--- config.mk ---
export PLATFORM = sky130hd
export DESIGN_NAME = n64_poll_scheduler
export DESIGN_NICKNAME = d
export VERILOG_FILES = /design/src/rtl/n64_pkg.sv /design/src/rtl/n64_interval_timer.sv /design/src/rtl/n64_poll_scheduler.sv
export SDC_FILE = /design/constraint.sdc
export NUM_CORES = 1
export LEC_CHECK = 0
export BUFFER_PORTS_ARGS = -buffer_cell sky130_fd_sc_hd__buf_2
export CELL_PAD_IN_SITES_DETAIL_PLACEMENT = 1
export CELL_PAD_IN_SITES_GLOBAL_PLACEMENT = 1
export CORE_UTILIZATION = 43
export CTS_CLUSTER_SIZE = 40
export DETAILED_ROUTE_END_ITERATION = 8
export PLACE_DENSITY = 0.8
export SLEW_MARGIN = 20
export SYNTH_ARGS = -nofsm -noshare
export SYNTH_HDL_FRONTEND = slang
export SYNTH_SLANG_ARGS = --single-unit
--- constraint.sdc ---
create_clock -name clk -period 3 [get_ports clk]
set_clock_uncertainty 0.2 [all_clocks]
set_input_delay 0.15 -clock clk [delete_from_list [all_inputs] [get_ports clk]]
set_output_delay 0.15 -clock clk [all_outputs]
set_load 0.01 [all_outputs]
--- src/rtl/n64_pkg.sv ---
// -----------------------------------------------------------------------------
// n64_pkg
// Shared types and constants for the N64 one-wire link sequencer.
//   state_t        : transaction sequencer states
//   CMD_POLL       : controller status/poll command byte
//   RESP_BITS_DEF  : data bits in a poll response (stop bit excluded)
//   BTN_*          : bit positions of the 12-bit button map inside the
//                    32-bit report (bit 31 = first bit received)
// -----------------------------------------------------------------------------
package n64_pkg;

   typedef enum logic [2:0] {
      IDLE,
      SEND,
      SEND_STOP,
      WAIT_RESP,
      RECV,
      DONE,
      ERR
   } state_t;

   localparam logic [7:0]  CMD_POLL      = 8'h01;
   localparam int unsigned RESP_BITS_DEF = 32;

   // Button map: report[31:24] plus report[21:18] (reserved bits 23:22 skipped)
   localparam int unsigned BTN_A       = 31;
   localparam int unsigned BTN_B       = 30;
   localparam int unsigned BTN_Z       = 29;
   localparam int unsigned BTN_START   = 28;
   localparam int unsigned BTN_D_UP    = 27;
   localparam int unsigned BTN_D_DOWN  = 26;
   localparam int unsigned BTN_D_LEFT  = 25;
   localparam int unsigned BTN_D_RIGHT = 24;
   localparam int unsigned BTN_L       = 21;
   localparam int unsigned BTN_R       = 20;
   localparam int unsigned BTN_C_UP    = 19;
   localparam int unsigned BTN_C_DOWN  = 18;

endpackage

--- src/rtl/n64_interval_timer.sv ---
// -----------------------------------------------------------------------------
// n64_interval_timer
// Up-counter with synchronous load-to-zero and a terminal-count flag.
//   clk    : link clock
//   Reset  : synchronous, active-high reset (clears the count)
//   i_load : clear the count to zero (dominates i_en)
//   i_en   : count enable; the count wraps to zero after TERM
//   o_tc   : high while enabled and the count equals TERM
// -----------------------------------------------------------------------------
module n64_interval_timer #(
   parameter int unsigned TERM = 10
) (
   input  logic clk,
   input  logic Reset,
   input  logic i_load,
   input  logic i_en,
   output logic o_tc
);

   localparam int unsigned W = (TERM > 0) ? $clog2(TERM + 1) : 1;
   localparam logic [W-1:0] TERM_V = W'(TERM);

   logic [W-1:0] r_count;

   always_ff @(posedge clk) begin
      if (Reset || i_load) begin
         r_count <= '0;
      end else if (i_en) begin
         r_count <= (r_count == TERM_V) ? '0 : r_count + 1'b1;
      end
   end

   assign o_tc = i_en && (r_count == TERM_V);

endmodule

--- src/rtl/n64_poll_scheduler.sv ---
// -----------------------------------------------------------------------------
// n64_poll_scheduler
// Periodic poll transaction sequencer for the N64 one-wire link.
// Sends CMD_BYTE (MSB first) plus a console stop bit to the line encoder,
// then collects RESP_BITS decoded bits, publishing them as a latched report
// or flagging a response timeout.
//   clk, Reset         : link clock, synchronous active-high reset
//   poll_en            : enables periodic polling
//   tx_valid/bit/stop  : bit offered to encoder; tx_ready accepts it
//   rx_en              : decoder may sample the line
//   rx_bit_valid/bit   : decoded bit strobe and value
//   report/report_valid: last good report (bit 31 first received), pulse
//   timeout_err        : pulse on response timeout
//   err_count          : saturating timeout count
//   busy               : transaction in progress
// -----------------------------------------------------------------------------
module n64_poll_scheduler
   import n64_pkg::*;
#(
   parameter int unsigned POLL_PERIOD = 16667,
   parameter logic [7:0]  CMD_BYTE    = CMD_POLL,
   parameter int unsigned RESP_BITS   = RESP_BITS_DEF,
   parameter int unsigned TIMEOUT     = 200
) (
   input  logic        clk,
   input  logic        Reset,
   input  logic        poll_en,
   output logic        tx_valid,
   output logic        tx_bit,
   output logic        tx_stop,
   input  logic        tx_ready,
   output logic        rx_en,
   input  logic        rx_bit_valid,
   input  logic        rx_bit,
   output logic [31:0] report,
   output logic        report_valid,
   output logic        timeout_err,
   output logic [7:0]  err_count,
   output logic        busy
);

   state_t       r_state;
   state_t       w_next;
   logic [2:0]   r_idx;
   logic [5:0]   r_bit_cnt;
   logic [31:0]  r_shift;
   logic [31:0]  r_report;
   logic [7:0]   r_err_cnt;
   logic         r_en_q;
   logic         r_pend;

   logic         w_period_tc;
   logic         w_resp_tc;
   logic         w_start;
   logic         w_rx_phase;
   logic         w_rx_take;
   logic         w_last;
   logic [31:0]  w_shift_next;

   // A rising poll_en (r_en_q low) counts as an immediate start request.
   assign w_start      = (r_state == IDLE) && poll_en && (r_pend || w_period_tc || !r_en_q);
   assign w_rx_phase   = (r_state == WAIT_RESP) || (r_state == RECV);
   assign w_rx_take    = w_rx_phase && rx_bit_valid;
   assign w_last       = (r_bit_cnt == 6'(RESP_BITS - 1));
   assign w_shift_next = {r_shift[30:0], rx_bit};

   n64_interval_timer #(.TERM(POLL_PERIOD - 1)) u_period_timer (
      .clk    (clk),
      .Reset  (Reset),
      .i_load (w_start || !poll_en),
      .i_en   (poll_en),
      .o_tc   (w_period_tc)
   );

   // Cleared by every accepted bit, so it measures silence since the last bit.
   n64_interval_timer #(.TERM(TIMEOUT)) u_resp_timer (
      .clk    (clk),
      .Reset  (Reset),
      .i_load (!w_rx_phase || rx_bit_valid),
      .i_en   (w_rx_phase),
      .o_tc   (w_resp_tc)
   );

   always_comb begin
      w_next       = r_state;
      tx_valid     = 1'b0;
      tx_bit       = 1'b0;
      tx_stop      = 1'b0;
      rx_en        = 1'b0;
      report_valid = 1'b0;
      timeout_err  = 1'b0;
      busy         = (r_state != IDLE);
      case (r_state)
         IDLE: begin
            if (w_start) w_next = SEND;
         end
         SEND: begin
            tx_valid = 1'b1;
            tx_bit   = CMD_BYTE[3'd7 - r_idx];
            if (tx_ready && (r_idx == 3'd7)) w_next = SEND_STOP;
         end
         SEND_STOP: begin
            tx_valid = 1'b1;
            tx_stop  = 1'b1;
            tx_bit   = 1'b1;
            if (tx_ready) w_next = WAIT_RESP;
         end
         WAIT_RESP, RECV: begin
            rx_en = 1'b1;
            // A bit arriving on the timeout cycle takes priority.
            if (rx_bit_valid) w_next = w_last ? DONE : RECV;
            else if (w_resp_tc) w_next = ERR;
         end
         DONE: begin
            report_valid = 1'b1;
            w_next       = IDLE;
         end
         ERR: begin
            timeout_err = 1'b1;
            w_next      = IDLE;
         end
         default: w_next = IDLE;
      endcase
   end

   always_ff @(posedge clk) begin
      if (Reset) begin
         r_state   <= IDLE;
         r_idx     <= '0;
         r_bit_cnt <= '0;
         r_shift   <= '0;
         r_report  <= '0;
         r_err_cnt <= '0;
         r_en_q    <= 1'b0;
         r_pend    <= 1'b0;
      end else begin
         r_state <= w_next;
         r_en_q  <= poll_en;

         if (!poll_en || w_start) r_pend <= 1'b0;
         else if (w_period_tc)    r_pend <= 1'b1;

         if (r_state == IDLE)                  r_idx <= '0;
         else if (r_state == SEND && tx_ready) r_idx <= r_idx + 3'd1;

         if (r_state == IDLE)  r_bit_cnt <= '0;
         else if (w_rx_take)   r_bit_cnt <= r_bit_cnt + 6'd1;

         if (w_rx_take) r_shift <= w_shift_next;

         // Latched on the final bit so report is already new while DONE pulses.
         if (w_rx_take && w_last) r_report <= w_shift_next;

         if ((w_next == ERR) && (r_err_cnt != 8'hFF)) r_err_cnt <= r_err_cnt + 8'd1;
      end
   end

   assign report    = r_report;
   assign err_count = r_err_cnt;

endmodule

==> impl_metrics.tcl, run 1 <==
set metrics [dict create \
    outcome "finished clean" \
    endpoint_kind "register" \
    p_int_mw 1.77 \
    die-area_mm2 0.0106 \
    clock-sinks 108 \
    switching_power_mw 0.561 \
    reg2reg_to "err_count[4]$_SDFFE_PP0P_" \
    first_iter_violations 101 \
    cts_resized 0 \
    ys_warn_count 0 \
    dr.pass1.iters 4 \
    drtAntennaViolNets 0 \
    wl_um 9740 \
    worst-path-buf-inv 0 \
    die_y_um 103 \
    cts-hold-fix-buffers 4 \
    drc 0 \
    max_slew_margin_pct 58.1 \
    period_share_pct 86.1 \
    setup_viol 0 \
    grt_pass1_vias 3587 \
    nets 580 \
    clock_latency_ns 0.37 \
    wl_per_cell_um 13.8 \
    drive_gt1_share_pct 14.9 \
    tightest_slew_ns 0.628 \
    worst-r2r-cell-count 5 \
    power_mw 2.33 \
    ys_seq_area_share_pct 49.5 \
    overflow 0 \
    worst_slack_ns 0.416 \
    synth_area_mm2 0.00436 \
    clkPwrFrac_pct 35.9 \
    io_buffers 52 \
    cts_setup_buffers 0 \
    cts_made_buffers 9 \
    rsz0062_at_grt "false" \
    core-area_mm2 0.00982 \
    ys_types 46 \
    critical_path.slowest_cell "dfxtp_1" \
    grt_max_degree 44 \
    cp_max_fo 11 \
    ios 53 \
    htree_levels 3 \
    stdcell_count 704 \
    final_cell_mix "138 x nand2_1, 108 x dfxtp_1, 72 x a21oi_1" \
    maxCapViolations 0 \
    hold_path_end "r_state[0]$_SDFF_PP0_" \
    worstPathRequired_ns 3.06 \
    fmax_ghz 0.387 \
    seq_area_mm2 0.00216 \
    multi_input_area_mm2 0.00203 \
    crit_path_cell_trace "or3b_1, and2_1, a2111oi_4, nand4_1, mux2_1" \
    holdPathStages 4 \
    drv_slew 0 \
    synthToLayoutAreaGrowth_pct 13.2 \
    final_common_cell "nand2_1" \
    clkTransAtPathRegs_ns 0.10 \
    synth_edf_count 0 \
    dr_total_vias 3571 \
    worstPathArrival_ns 2.65 \
    grt_usage_pct 19.6 \
    crit_type "reg2reg" \
    path_delay_family "simple AND/OR/NAND/NOR gates" \
    async_flop_share_pct 0 \
    grt_pass1_wl_um 16400 \
    min_from "tx_ready" \
    syn_inst 521 \
    place_inst 684 \
    r2r-start "r_state[2]$_SDFF_PP0_" \
    cts_tree "done" \
    combPwrFrac_pct 2.4 \
    fin_crit_ns 2.58 \
    die_width_um 103 \
    dp_slack_ns 0.451 \
    place.gp.congestion 0.744 \
    crit_path_start_kind "register" \
    tns_ns 0 \
    antenna_cells 0 \
    avgSynthCellArea_um2 8.38 \
    fillers 1219 \
    start_util_pct 44.4 \
    place_hpwl_um 6550 \
    powerDensity_mw_per_mm2 473 \
    viasPerCell 5.07 \
    crit_path_max_incr_delay_ns 0.55 \
    path_depth 5 \
    p_seq_share_pct 61.7 \
    clk_path_buf_depth 2 \
    holdCritPathClass "in2reg" \
    cts_root_buf "clkbuf_8" \
    antenna_found_initial 0 \
    p_leak_nw 1.82 \
    row_count 36 \
    peakVddDrop_mv 0.228 \
    swShare_pct 24.0 \
    syn_nets 535 \
    synth_seq_cells 108 \
    hold_viol 0 \
    rrSetupSlack_ns 0.42 \
    synthFlopType "dfxtp_1" \
]
-- sequential cells by signal, summed over array words and instances, names as in the netlist --
name,flops
err_count,8
r_bit_cnt,6
r_en_q,1
r_idx,3
r_pend,1
r_shift,31
r_state,3
report,32
u_period_timer.r_count,15
u_resp_timer.r_count,8
-- layout make-up --
| type | instances | area share, % |
|---|---|---|
| clock buffers | 10 | 2.58 |
| flip-flops and latches | 108 | 43.8 |
| repair buffers | 64 | 7.30 |
| clock inverters | 6 | 1.22 |
| multi-input cells | 375 | 41.1 |
| inverters | 8 | 0.608 |
| well taps | 133 | 3.37 |
-- tightest hold or removal path: cells and delay by family --
kind | cells | cell delay (ns)
buffers and inverters | 1 | 0.12
AO/OA/AOI/OAI | 1 | 0.07
AND/OR/NAND/NOR | 2 | 0.21
-- cells in the mapped netlist, types with 4 or more instances --
cell type    n  area (um2)
nand2_1    138         518
dfxtp_1    108        2160
a21oi_1     72         360
nor2_1      49         184
clkbuf_1    16        60.1
xor2_1      16         140
nand4_1     13        81.3
xnor2_1     10        87.6
nand3_1      9        45.0
ha_1         8         100
nand2b_1     8        50.1
buf_2        7        35.0
inv_1        7        26.3
nor3_1       7        35.0
and3_1       6        37.5
buf_1        4        15.0
-- layer usage --
layer | global-route usage [%] | wire length, um | vias to the layer above
met1 | 22.3 | 4360 | 1699
met2 | 36.9 | 5030 | 52
met5 | 0 | 0 | -
met4 | 4.55 | 83 | 0
met3 | 4.47 | 263 | 8
li1 | - | - | 1812
-- kinds of logic after synthesis --
kind of cell,Yosys count,synth area share [%]
simple gates,251,26.5
mux,6,1.63
xor+xnor,26,5.22
buf+inv,38,3.98
flops,108,49.5
compound gates,84,10.8
fa+ha+maj,8,2.29
-- how the worst max path moves through the flow --
stage	start	to	slack [ns]
after global placement	r_state[2]$_SDFF_PP0_	err_count[4]$_SDFFE_PP0P_	0.55
after detailed placement	r_state[2]$_SDFF_PP0_	err_count[4]$_SDFFE_PP0P_	0.45
after floorplan	r_idx[0]$_SDFFE_PP0P_	err_count[5]$_SDFFE_PP0P_	0.80
after global routing	r_idx[0]$_SDFFE_PP0P_	err_count[4]$_SDFFE_PP0P_	0.28
after CTS	r_idx[0]$_SDFFE_PP0P_	err_count[4]$_SDFFE_PP0P_	0.43
final	r_state[2]$_SDFF_PP0_	err_count[4]$_SDFFE_PP0P_	0.42
-- stage by stage --
step	area [um2]	hold slack [ns]	utilization, %
2_1_floorplan	4360	0.0267	-
3_3_place_gp	4710	0.219	48.0
3_5_place_dp	4710	0.245	48.0
4_1_cts	4940	0.0182	50.3
5_1_grt	4940	0.0746	50.3
6_report	4940	0.0422	50.3
-- power by group through the flow --
stage                     combinational, mW  sequential [mW]  clock [mW]
after floorplan                      0.0376             1.47           0
after global placement               0.0510             1.47           0
after detailed placement             0.0521             1.47           0
after CTS                            0.0566             1.44       0.867
after global routing                 0.0622             1.44       0.922
final                                0.0561             1.44       0.838
Note: power is estimated with default switching activity, not from simulation.
==> run 2: changes to the inputs <==
CORE_ASPECT_RATIO = 0.9   (was unset)
==> run 2 against run 1 <==
  * Maximum frequency up 2.8%
  * Non-clock buffer count up 1
  * Combinational power about the same
  * Flip-flop and latch count unchanged
  * Core utilization up 1.5 points
  * Largest cell class unchanged
  * Largest power group unchanged
  * Global-route usage up 0.90 points
  * Worst hold slack better by 0.012 ns
==> impl_metrics.tcl, run 2 (synthesis gave the netlist of run 1 again) <==
set metrics [dict create \
    first_iter_violations 197 \
    crit_type "reg2reg" \
    worstPathArrival_ns 2.55 \
    holdCritPathClass "in2reg" \
    cp_max_fo 6 \
    endpoint "err_count[4]$_SDFFE_PP0P_" \
    nets 581 \
    place_hpwl_um 6700 \
    drive_gt1_share_pct 15.2 \
    synthToLayoutAreaGrowth_pct 16.2 \
    cts_setup_buffers 0 \
    power_mw 2.78 \
    placed_area_mm2 0.00471 \
    clock-sinks 108 \
    dr_total_vias 3598 \
    clkTransAtPathRegs_ns 0.07 \
    antenna_cells 0 \
    clk_path_buf_depth 2 \
    p_leak_nw 1.89 \
    drtAntennaViolNets 0 \
    core-area_mm2 0.00978 \
    reg2reg_to "err_count[4]$_SDFFE_PP0P_" \
    grt_usage_pct 20.5 \
    endpoint_kind "register" \
    grt_busiest_layer "met2" \
    maxCapViolations 0 \
    wl_per_cell_um 14.3 \
    fin_util_pct 51.8 \
    period_share_pct 83.8 \
    hold_viol 0 \
    wl_um 9960 \
    cts_made_buffers 9 \
    grt_pass1_vias 3741 \
    worst-r2r-cell-count 7 \
    rsz0062_at_grt "false" \
    fmax_ghz 0.398 \
    antenna_found_initial 0 \
    holdPathStages 4 \
    r2r-start "r_idx[0]$_SDFFE_PP0P_" \
    grt_max_degree 65 \
    ios 53 \
    grt_pass1_wl_um 17100 \
    tns_ns 0 \
    die_width_um 108 \
    overflow 0 \
    place.gp.congestion 0.829 \
    die-area_mm2 0.0106 \
    cts_tree "done" \
    final_cell_mix "138 x nand2_1, 108 x dfxtp_1, 72 x a21oi_1" \
    dr.pass1.iters 4 \
    final_common_cell "nand2_1" \
    tightest_slew_ns 0.659 \
    io_buffers 52 \
    rrSetupSlack_ns 0.49 \
    start_util_pct 44.6 \
    die_y_um 97.6 \
    cts_resized 0 \
    powerDensity_mw_per_mm2 547 \
    met3_usage_pct 4.76 \
    drv_slew 0 \
    finalInstanceArea_mm2 0.00507 \
    peakVddDrop_mv 0.474 \
    met2_usage_pct 36.0 \
    largest_register_ffs 32 \
    clock_latency_ns 0.35 \
    met1_usage_pct 24.3 \
    row_count 34 \
    crit_path_start_kind "register" \
    viasPerCell 5.15 \
    fin_crit_ns 2.51 \
    max_slew_margin_pct 56.1 \
    worstPathRequired_ns 3.04 \
    cp-startpoint "r_idx[0]$_SDFFE_PP0P_" \
    setup_viol 0 \
    outcome "finished clean" \
    drc 0 \
    htree_levels 3 \
    cts_root_buf "clkbuf_16" \
]
==> run 2: worst min path at each step <==
stage	end	slack, ns	startpoint
after floorplan	u_resp_timer.r_count[1]$_SDFFE_PP0N_	0.03	rx_bit_valid
after global placement	report[0]$_SDFFE_PP0P_	0.21	rx_bit
after detailed placement	report[0]$_SDFFE_PP0P_	0.22	rx_bit
after CTS	r_state[0]$_SDFF_PP0_	0.04	tx_ready
after global routing	r_state[0]$_SDFF_PP0_	0.1	tx_ready
final	r_state[0]$_SDFF_PP0_	0.05	tx_ready
==> run 2: worst max-delay path, cell delays in order, from the launching register on <==
cell       delay (ns)
dfxtp_1          0.36
ha_1             0.17
ha_1             0.20
and4b_1          0.25
o21ai_1          0.13
a2111oi_4        0.61
nand4_1          0.17
mux2_1           0.32
==> run 2: per-layer routing <==
metal | routed length [um] | vias to the layer above
met2 | 5030 | 44
met1 | 4520 | 1730
met3 | 254 | 12
li1 | - | 1812
met4 | 145 | 0
met5 | 0 | -
==> run 2: area by class of cell <==
type,count,area (um2)
clock buffer,9,225
clock inverter,7,97.6
fill,1195,4710
inverter,8,30.0
multi-input combinational,375,2030
sequential,108,2160
tap,126,158
timing repair buffer,65,368
==> run 2: power by group <==
group	internal, mW	leakage [nW]	switching [mW]
Combinational	0.0170	0.870	0.0390
Clock	0.736	0.152	0.545
Sequential	1.43	0.870	0.00446
==> run 2: metrics by stage <==
step                setup slack (ns)  hold slack (ns)  instances
floorplan                      0.797           0.0267        521
global placement               0.616            0.210        678
detailed placement             0.558            0.216        678
CTS                            0.491           0.0383        698
global route                   0.332           0.0995        698
finish                         0.486           0.0540        698
==> run 2: timing repair <==
item,in CTS,in global routing
setup endpoints to repair,0,0
hold buffers,4,0
hold endpoints to repair,8,0
